## config.mk

```make
export PLATFORM = sky130hd
export DESIGN_NAME = frequency_marker_generator
export DESIGN_NICKNAME = d
export VERILOG_FILES = /design/src/rtl/frequency_marker_generator_pkg.sv /design/src/rtl/frequency_marker_generator_line_timing.sv /design/src/rtl/frequency_marker_generator.sv
export SDC_FILE = /design/constraint.sdc
export NUM_CORES = 1
export LEC_CHECK = 0
export ABC_AREA = 0
export CAP_MARGIN = 5
export CORE_ASPECT_RATIO = 1.4
export CORE_MARGIN = 2
export CORE_UTILIZATION = 45
export DETAILED_ROUTE_END_ITERATION = 10
export HOLD_SLACK_MARGIN = 0.1
export SYNTH_ARGS = -nofsm -noshare
export SYNTH_HDL_FRONTEND = slang
export SYNTH_HIERARCHICAL = 1
export SYNTH_SLANG_ARGS = --single-unit
```

## constraint.sdc

```tcl
create_clock -name pixel_clock -period 2.7 [get_ports pixel_clock]
set_clock_uncertainty 0.15 [all_clocks]
set_input_delay 0.54 -clock pixel_clock [delete_from_list [all_inputs] [get_ports pixel_clock]]
set_output_delay 0.54 -clock pixel_clock [all_outputs]
set_load 0.02 [all_outputs]
```

## src/rtl/frequency_marker_generator_pkg.sv

```systemverilog
// frequency_marker_pkg: frequency codes, line FSM encoding and period lookup shared with the detector
package frequency_marker_pkg;
    localparam logic [1:0] FREQUENCY_1    = 2'b00;
    localparam logic [1:0] FREQUENCY_2    = 2'b01;
    localparam logic [1:0] FREQUENCY_3    = 2'b10;
    localparam logic [1:0] FREQUENCY_KEEP = 2'b11;
    typedef enum logic {BLANK = 1'b0, ACTIVE = 1'b1} line_state_t;
    function automatic logic [31:0] period_select(
        input logic [1:0]  code,
        input logic [31:0] p1,
        input logic [31:0] p2,
        input logic [31:0] p3
    );
        return code == FREQUENCY_2 ? p2 : code == FREQUENCY_3 ? p3 : p1;
    endfunction
endpackage

```

## src/rtl/frequency_marker_generator_line_timing.sv

```systemverilog
// line_timing_generator: ACTIVE/BLANK line framing with pixel column and enable-hold
module line_timing_generator
    import frequency_marker_pkg::*;
#(
    parameter int line_length  = 16,
    parameter int blank_length = 4
) (
    input  logic        pixel_clock,
    input  logic        reset,
    input  logic        enable,
    output logic        active_cycle,
    output logic [11:0] column,
    output logic        lval
);
    localparam logic [11:0] LINE_LAST  = 12'(line_length - 1);
    localparam logic [11:0] BLANK_LAST = 12'(blank_length - 1);
    line_state_t state, state_next;
    logic [11:0] blank_counter, blank_next, pixel_counter, pixel_next;
    assign active_cycle = enable && state == ACTIVE;
    assign column = pixel_counter;
    // state and counters advance only while enabled; lval trails the state by one cycle
    always_ff @(posedge pixel_clock) begin
        if (!reset) begin
            state         <= BLANK;
            blank_counter <= '0;
            pixel_counter <= '0;
            lval          <= 1'b0;
        end else begin
            state         <= state_next;
            blank_counter <= blank_next;
            pixel_counter <= pixel_next;
            lval          <= active_cycle;
        end
    end
    // next line position: count out the blank gap, then walk the active columns
    always_comb begin
        state_next = state;
        blank_next = blank_counter;
        pixel_next = pixel_counter;
        if (enable && state == BLANK) begin
            state_next = blank_counter == BLANK_LAST ? ACTIVE : BLANK;
            blank_next = blank_counter == BLANK_LAST ? '0 : blank_counter + 12'd1;
            pixel_next = '0;
        end else if (enable) begin
            state_next = pixel_counter == LINE_LAST ? BLANK : ACTIVE;
            pixel_next = pixel_counter == LINE_LAST ? '0 : pixel_counter + 12'd1;
        end
    end
endmodule

```

## src/rtl/frequency_marker_generator.sv

```systemverilog
// frequency_marker_generator: line-scan source whose marker spacing encodes a selectable period
module frequency_marker_generator
    import frequency_marker_pkg::*;
#(
    parameter int          line_length      = 16,
    parameter int          blank_length     = 4,
    parameter int          pixel_number     = 5,
    parameter logic [31:0] period_1         = 640,
    parameter logic [31:0] period_2         = 960,
    parameter logic [31:0] period_3         = 1280,
    parameter logic [31:0] clock_period_ns  = 20,
    parameter logic [7:0]  marker_value     = 8'hFF,
    parameter logic [7:0]  background_value = 8'h00
) (
    input  logic       pixel_clock,
    input  logic       reset,
    input  logic       enable,
    input  logic [1:0] freq_sel,
    output logic       lval,
    output logic [7:0] pixel,
    output logic       marker,
    output logic       jump_sent,
    output logic [1:0] current_frequency
);
    logic        active_cycle, marker_cycle, new_code, first, jump_pending;
    logic [11:0] column;
    logic [31:0] timer, timer_inc;
    logic [32:0] timer_sum;
    line_timing_generator #(
        .line_length (line_length),
        .blank_length(blank_length)
    ) u_line_timing (
        .pixel_clock (pixel_clock),
        .reset       (reset),
        .enable      (enable),
        .active_cycle(active_cycle),
        .column      (column),
        .lval        (lval)
    );
    assign timer_sum    = {1'b0, timer} + {1'b0, clock_period_ns};
    assign timer_inc    = timer_sum[32] ? '1 : timer_sum[31:0];
    assign marker_cycle = active_cycle && column == 12'(pixel_number) &&
                          (first || timer >= period_select(current_frequency, period_1, period_2, period_3));
    assign new_code     = freq_sel != FREQUENCY_KEEP && freq_sel != current_frequency;
    // marker emission, interval timing and frequency switching at marker boundaries
    always_ff @(posedge pixel_clock) begin
        if (!reset) begin
            pixel             <= '0;
            marker            <= 1'b0;
            jump_sent         <= 1'b0;
            current_frequency <= FREQUENCY_1;
            timer             <= '0;
            first             <= 1'b1;
            jump_pending      <= 1'b0;
        end else begin
            pixel     <= active_cycle ? (marker_cycle ? marker_value : background_value) : 8'h00;
            marker    <= marker_cycle;
            jump_sent <= marker_cycle && jump_pending;
            if (active_cycle) timer <= marker_cycle ? clock_period_ns : timer_inc;
            if (marker_cycle) begin
                first        <= 1'b0;
                jump_pending <= new_code;
                if (new_code) current_frequency <= freq_sel;
            end
        end
    end
endmodule

```

# --- Yosys cells after proc, flatten, opt, wreduce, memory -nomap -nowiden ---
# Index checks and enable logic that the tools add are counted.
# Widths: inputs -> output; s select.
word_totals:
  out_inout_bits: 13
  regBits: 72
  word_cells: 46
classes:
  n_reduce_logical: 11
  n_addsub: 3
  bitwise_logic: 2
  eq_ne: 7
  muxes: 11
  order_cmp: 1
op_table:
  columns: ["op", "n"]
  rows:
  - ["$mux 32", 2]
  - ["$add 32x5->33 const B", 1]
  - ["$ge 32x11->1", 1]
  - ["$add 12x1->12 const B", 2]
  - ["$mux 12", 2]
  - ["$mux 11", 2]
  - ["$eq 12x2->1 const B", 1]
  - ["$eq 12x3->1 const B", 1]
  - ["$eq 12x4->1 const B", 1]
  - ["$mux 8", 1]
  - ["$logic_and 1x1->1", 6]
  - ["$mux 1", 4]
  - ["$reduce_and 2->1", 2]
  - ["$eq 2x1->1 const B", 1]
  - ["$eq 2x2->1 const B", 1]
  - ["$ne 2x2->1", 1]
  - ["$ne 2x2->1 const B", 1]
  - ["$not 1->1", 2]
  - ["$reduce_bool 2->1", 1]
  - ["$reduce_or 2->1", 1]
  - ["$logic_or 1x1->1", 1]

# --- Depth between registers and ports, before layout ---
# Gate-level depths: netlist (run 1).
depth:
  word_depth: 7
  mapped_depth: 10
  ltp_nobuf: 9

# --- Hierarchy ---
# Netlist (run 1), hierarchy kept.
by_module_without_submodules:
  columns: ["module", "instances", "cells_per_inst", "area_each_um2"]
  rows:
  - ["frequency_marker_generator", 1, 289, 2204.6]
  - ["line_timing_generator", 1, 130, 1172.4]

# --- Worst setup path before layout (run 1) ---
# OpenSTA, ideal clock, no wires.
synth_timing:
  kind: "flip-flop to flip-flop"
  from: "reg current_frequency[0]"
  to: "reg timer[22]"
  stages_incl_launch_ff: 10
  n_path_buf: 1
  slack_ns: 0.094
  t_arrival_ns: 2.370
  required_ns: 2.464
  path_cell_list: "dfxtp_1 > inv_1 > ha_1 > ha_1 > a21oi_1 > o211ai_1 > o31ai_2 > clkbuf_1 > o21ai_0 > a211oi_1"
synth_via:
  elab_chain_len: 7
synth_rtl:
  columns: ["element", "line", "source"]
  rows:
  - ["start: declaration", "frequency_marker_generator.sv:23", "output logic [1:0] current_frequency"]
  - ["start signal: assignment", "frequency_marker_generator.sv:63", "if (new_code) current_frequency <= freq_sel;"]
  - ["$eq 2x2->1", "frequency_marker_generator_pkg.sv:14", "return code == FREQUENCY_2 ? p2 : code == FREQUENCY_3 ? p3 : p1;"]
  - ["$mux 11", "frequency_marker_generator_pkg.sv:14", null]
  - ["$mux 11 (*)", "frequency_marker_generator_pkg.sv:14", null]
  - ["$ge 32x11->1 (*)", "frequency_marker_generator.sv:43", "(first || timer >= period_select(current_frequency, period_1, period_2, period_3));"]
  - ["$logic_or 1x1->1 (*)", "frequency_marker_generator.sv:43", null]
  - ["$logic_and 1x1->1 (*)", "frequency_marker_generator.sv:42", "assign marker_cycle = active_cycle && column == 12'(pixel_number) &&"]
  - ["$mux 32 (*)", "frequency_marker_generator.sv:59", "if (active_cycle) timer <= marker_cycle ? clock_period_ns : timer_inc;"]
  - ["end signal: assignment", "frequency_marker_generator.sv:59", null]
  - ["end: declaration", "frequency_marker_generator.sv:27", "logic [31:0] timer, timer_inc;"]
# Mark *: on every way between the ends. The rest lies on a longest branch, timed or not.
# A chain may end at the register's enable or synchronous reset.

# --- Final worst setup path (run 1) ---
layout_timing:
  from: "reg timer[21]"
  to: "reg timer[11]"
layout_via:
  elab_chain_len: 4
layout_rtl:
  columns: ["element", "line"]
  rows:
  - ["$ge 32x11->1", "frequency_marker_generator.sv:43"]
  - ["$logic_or 1x1->1", "frequency_marker_generator.sv:43"]
  - ["$logic_and 1x1->1", "frequency_marker_generator.sv:42"]
  - ["$mux 32 (*)", "frequency_marker_generator.sv:59"]
# Marked as above.

==> run_results.csv, run 1 <==
group,metric,value,unit
run_status,status,"complete, no violations",
job,cap_violations,0,
detailed_routing,wl_per_cell,15.2,µm
setup_path,worst-r2r-cell-count,6,
setup_path,arrival,2.68,ns
sta,fmaxAchievable,386,MHz
cts,h-tree-depth,3,
die,start_util,46.2,%
cts,numCtsBuffers,9,
setup_path,critical_path_class,"register to register",
logic_synthesis,synth_seq_cells,64,
setup_path,cpPeakStageDelay,0.64,ns
sta,fin_crit_sh,95.9,%
place,pre_cts_ws,0.173,ns
place,portBuffers,17,
detailed_routing,drc_errors,0,
cts,cts_tree,"built",
cts,ctsHoldBuffers,0,
final_layout,post-route-util,54.4,%
final_layout,final_cell_mix,"dfxtp_1 (64), nor2_1 (44), nand2_1 (35)",
sta,fin_ws,0.109,ns
detailed_routing,drtPass1Iterations,4,
final_layout,diodes,0,
detailed_routing,viasPerCell,5.74,
logic_synthesis,synth.cell_area,3380,µm²
die,core_area,7310,µm²
setup_path,r2r_slack,0.11,ns
final_layout,fin_area,3980,µm²
sta,period_needed,2.59,ns
die,die_x,77.2,µm
setup_path,cp-start-kind,"register",
setup_path,setup.worst_path.end_class,"register",
power_and_ir_drop,powerDensity,472,nW/µm²
die,pin_count,18,
detailed_routing,drt-total-wl,8.35,mm
setup_path,critPathRequiredTime,2.79,ns
detailed_routing,first_iter_violations,179,
cts,path_clk_slew,0.07,ns
die,die_height,107,µm
logic_synthesis,avgSynthCellArea,8.06,µm²
detailed_routing,postRouteAntennaNets,0,
grt,gr-total-overflow,0,
min_path,holdPathEnd,"first",
place,place_area,3710,µm²
sta,setup_violations,0,
sta,rsz0062_at_grt,"false",
cts,cts_sinks,64,
logic_synthesis,synth_async_sr_flop_share,0,%
setup_path,crit_fanout,8,
logic_synthesis,yosysWarnings,6,
setup_path,slowest_stage,"or4_4",
grt,grt_pass1_wl,13.9,mm
min_path,worstHoldStart,"first",
place,dpl.hpwl,5.85,mm
setup_path,timing.rr.start,"timer[21]",
die,die-area,8220,µm²
grt,grt_pass1_vias,2988,
detailed_routing,num_vias,3158,
grt,antenna_found_initial,0,
final_layout,area_growth,17.9,%
setup_path,rr_endpoint,"timer[11]",
min_path,hold_depth,2,
min_path,hp-class,"register to register",
power_and_ir_drop,leakagePower,0.00144,µW
sta,slew_viol_final,0,
final_layout,drive_gt1_share,12.6,%
logic_synthesis,synth_edf_count,0,
sta,tightest_slew,0.731,ns
logic_synthesis,synth_flop_cell,"dfxtp_1",
logic_synthesis,synth_seq_area_share,37.9,%
setup_path,worst_path_most_repeated_cell,"or4_4",
grt,grt_max_degree,49,
logic_synthesis,ys_types,52,
setup_path,cp_cell_sequence,"nand3_1, or4_4, or4_4, nand2_1, o21ai_0, a221oi_1",
setup_path,crit_family,"simple AND/OR/NAND/NOR gates",
place,place_congestion,0.847,
cts,insertion_delay,0.35,ns
sta,whs,0.316,ns
sta,tns,0,ns
logic_synthesis,syn_inst,419,
final_layout,n_fill_cell,741,
cts,root_buffer,"clkbuf_8",
die,rows,37,
setup_path,timing.critical_path.buf_inv,0,
power_and_ir_drop,ir_worst_vdd,0.307,mV
logic_synthesis,synth_fp_nets,435,
cts,clk_path_buf_depth,2,
final_layout,nets,464,
sta,finalHoldViolCount,0,
final_layout,layout.cells.most_common,"dfxtp_1",
sta,slew_headroom,51.1,%
grt,grtUsageTotal,21.2,%
## how the worst max path moves through the flow
stage | start | to | slack [ns] | cells past startpoint
6_report | timer[21] | timer[11] | 0.11 | 6
2_1_floorplan | current_frequency[0] | timer[22] | 0.09 | 9
3_3_place_gp | timer[2] | timer[11] | 0.16 | 6
5_1_grt | timer[21] | timer[11] | 0.004 | 6
4_1_cts | timer[2] | timer[11] | 0.12 | 6
3_5_place_dp | timer[2] | timer[11] | 0.17 | 6
## synthesized netlist by cell type, types with 3 or more instances
cell / n / area, µm²
o21a_1: 5 / 37.5
or4_4: 3 / 33.8
a21oi_1: 29 / 145
a221oi_1: 3 / 26.3
ha_1: 11 / 138
nand2_1: 35 / 131
xor2_1: 14 / 123
nor2_1: 44 / 165
and3_1: 13 / 81.3
dfxtp_1: 64 / 1280
inv_1: 15 / 56.3
nand4_1: 22 / 138
buf_2: 4 / 20.0
nand3_1: 14 / 70.1
a31oi_1: 6 / 37.5
o31ai_1: 10 / 75.1
o211ai_1: 3 / 22.5
nor3_1: 15 / 75.1
a211oi_1: 5 / 37.5
o21ai_0: 32 / 160
xnor2_1: 6 / 52.6
nor4_1: 10 / 62.6
buf_4: 8 / 60.1
clkbuf_1: 12 / 45.0
## metrics by stage
stage                     total power [µW]  std cells
after floorplan                       1010        419
after global placement                1030        529
after detailed placement              1030        529
after CTS                             1890        545
after global routing                  1940        550
final                                 1880        550
## worst register-to-register path, stage by stage (launching register included)
cell      delay, ns
dfxtp_1        0.37
nand3_1        0.16
or4_4          0.62
or4_4          0.64
nand2_1        0.15
o21ai_0        0.09
a221oi_1       0.31
## what timing repair did
item                                    CTS  global route
setup buffers                             0             5
endpoints found under the setup margin    0             4
resized for setup                         0             1
## logic make-up after synthesis
kind of cell | count (synthesis) | synth area share (%)
AOI/OAI and AO/OA | 108 | 20.0
xor gates and xnor gates | 20 | 5.19
adders and majority gates | 11 | 4.08
buffers and inverters | 41 | 5.82
DFF | 64 | 37.9
muxes | 2 | 0.593
and+or+nand+nor | 173 | 26.3
## flip-flops by register name, indices dropped and copies added, names as in the netlist
signal,count
current_frequency,2
first,1
u_line_timing/lval,1
pixel,1
u_line_timing/blank_counter,12
u_line_timing/column,12
timer,31
jump_sent,1
u_line_timing/state,1
jump_pending,1
marker,1
## area by class of cell
| type | instances | area [µm²] | share of cell area (%) |
|---|---|---|---|
| Inverter | 15 | 56.3 | 1.41 |
| Timing Repair Buffer | 44 | 398 | 10.0 |
| Clock inverter | 5 | 55.1 | 1.38 |
| Sequential cell | 64 | 1280 | 32.2 |
| Clock buffer | 11 | 151 | 3.80 |
| Tap cell | 97 | 121 | 3.05 |
| Multi-Input combinational cell | 314 | 1920 | 48.2 |
## metal layers
layer / vias to the layer above / routed length [µm] / global-route usage (%)
met2: 80 / 4250 / 36.5
met4: 0 / 235 / 12.0
li1: 1590 / - / -
met5: - / 0 / 0
met1: 1468 / 3550 / 24.9
met3: 20 / 317 / 3.14
## power breakdown
| group | switching [µW] | leakage [µW] | internal [µW] |
|---|---|---|---|
| sequential | 5.08 | 0.000516 | 949 |
| combinational | 35.3 | 0.000825 | 23.8 |
| clock | 393 | 0.000101 | 473 |
| total | 434 | 0.00144 | 1450 |
No activity file was read; power rests on OpenSTA's default activity.
==> run 2, diff against run 1 <==
--- a/config.mk
+++ b/config.mk
@@ -8,7 +8,7 @@
 export ABC_AREA = 0
 export CAP_MARGIN = 5
 export CORE_ASPECT_RATIO = 1.4
-export CORE_MARGIN = 2
+export CORE_MARGIN = 5
 export CORE_UTILIZATION = 45
 export DETAILED_ROUTE_END_ITERATION = 10
 export HOLD_SLACK_MARGIN = 0.1
==> run 2 against run 1 <==
Effect of this change: sequential share of layout area rose by 0.78 points; flip-flop and latch count unchanged; core utilization down 1.6 points; non-clock buffer count is 9 lower; clock power rose by 0.5%; combinational power is 3% lower; first-iteration DRC count up 6.1%; sequential power about the same; final area shrank 2.4%; die area up 14%; largest power group unchanged; total power increased by 0.16%; highest routed layer unchanged.
==> run_results.csv, run 2 (synthesis gave the netlist of run 1 again) <==
group,metric,value,unit
die,pin_count,18,
detailed_routing,first_iter_violations,190,
grt,grt_max_degree,49,
grt,grt_pass1_wl,14.0,mm
sta,whs,0.316,ns
setup_path,worst_path_most_repeated_cell,"ha_1",
die,rows,37,
detailed_routing,drtPass1Iterations,4,
sta,rsz0062_at_grt,"false",
min_path,hp-class,"register to register",
final_layout,nets,455,
cts,h-tree-depth,3,
detailed_routing,wl_per_cell,15.4,µm
cts,numCtsBuffers,9,
cts,insertion_delay,0.35,ns
detailed_routing,num_vias,3163,
detailed_routing,drt-total-wl,8.29,mm
setup_path,cp.depth,9,
final_layout,drive_gt1_share,10.2,%
place,portBuffers,17,
grt,grtUsageTotal,18.3,%
final_layout,largest_reg_flops,31,
die,die-area,9360,µm²
run_status,status,"complete, no violations",
sta,period_needed,2.51,ns
final_layout,final_cell_mix,"dfxtp_1 (64), nor2_1 (44), nand2_1 (35)",
place,dpl.hpwl,5.81,mm
setup_path,crit_fanout,27,
sta,fin_crit_sh,93.1,%
cts,ctsHoldBuffers,0,
detailed_routing,viasPerCell,5.86,
setup_path,slowest_stage,"dfxtp_1",
grt,grt_pass1_vias,2963,
die,start_util,45.9,%
cts,root_buffer,"clkbuf_8",
final_layout,area_growth,15.1,%
setup_path,critPathRequiredTime,2.79,ns
cts,cts_tree,"built",
power_and_ir_drop,ir_worst_vdd,0.265,mV
setup_path,timing.critical_path.buf_inv,2,
die,die_height,113,µm
sta,slew_viol_final,0,
cts,cts_sinks,64,
sta,slew_headroom,57.5,%
setup_path,arrival,2.60,ns
detailed_routing,drc_errors,0,
sta,fmaxAchievable,398,MHz
job,cap_violations,0,
setup_path,setup.worst_path.end_class,"register",
die,die_x,83.2,µm
sta,tightest_slew,0.633,ns
place,place_area,3680,µm²
grt,antenna_found_initial,0,
final_layout,top_register,"timer",
setup_path,cpPeakStageDelay,0.41,ns
cts,clk_path_buf_depth,2,
setup_path,worst-r2r-cell-count,9,
sta,finalHoldViolCount,0,
sta,tns,0,ns
sta,setup_violations,0,
cts,cts_resized,0,
power_and_ir_drop,power.total,1880,µW
die,core_area,7360,µm²
setup_path,cp-start-kind,"register",
detailed_routing,postRouteAntennaNets,0,
grt,gr-total-overflow,0,
setup_path,critical_path_class,"register to register",
place,place_congestion,0.860,
setup_path,cp_cell_sequence,"inv_1, ha_1, ha_1, a21oi_1, o211ai_1, o31ai_4, buf_12, o21ai_0, a221oi_1",
min_path,hold_depth,1,
power_and_ir_drop,leakagePower,0.00138,µW
setup_path,crit_family,"compound AO/OA/AOI/OAI gates",
final_layout,diodes,0,
final_layout,fin_area,3890,µm²
cts,path_clk_slew,0.07,ns
final_layout,n_fill_cell,676,
power_and_ir_drop,powerDensity,484,nW/µm²
final_layout,layout.cells.most_common,"dfxtp_1",
[run 2: final timing paths]
check	start	slack [ns]	endpoint
worst max-delay path	current_frequency[0]	0.19	timer[11]
worst min-delay path	jump_pending	0.32	jump_sent
worst max register to register	current_frequency[0]	0.19	timer[11]
worst min register to register	jump_pending	0.32	jump_sent
[run 2: repair_timing]
item | in CTS | in global routing
hold endpoints to repair | 0 | 0
setup endpoints to repair | 0 | 2
setup buffers | 0 | 1
[run 2: where the power goes]
part | internal [µW] | switching, µW
clock network | 512 | 359
registers | 949 | 5.25
logic | 22.9 | 34.3
total | 1480 | 398
[run 2: area by class of cell]
| class | instances | area, µm² | share of cell area [%] |
|---|---|---|---|
| Tap cell | 97 | 121 | 3.12 |
| Clock buffer | 11 | 131 | 3.38 |
| Clock inverter | 4 | 70.1 | 1.80 |
| Sequential cell | 64 | 1280 | 33.0 |
| Timing Repair Buffer | 35 | 318 | 8.18 |
| Inverter | 15 | 56.3 | 1.45 |
| Multi-Input combinational cell | 314 | 1910 | 49.1 |
[run 2: stage by stage]
stage | util [%] | cells | setup WS, ns
floorplan | - | 419 | 0.0941
global placement | 50.0 | 524 | 0.230
detailed placement | 50.0 | 524 | 0.201
CTS | 52.7 | 539 | 0.177
global route | 52.8 | 540 | 0.0109
finish | 52.8 | 540 | 0.188
[run 2: per-layer routing]
layer  vias to the layer above  wire, µm  track usage, %
met3                        18       412            3.01
met4                         0       212            10.8
met1                      1483      3440            21.1
met5                         -         0               0
met2                        89      4230            31.7
li1                       1573         -               -
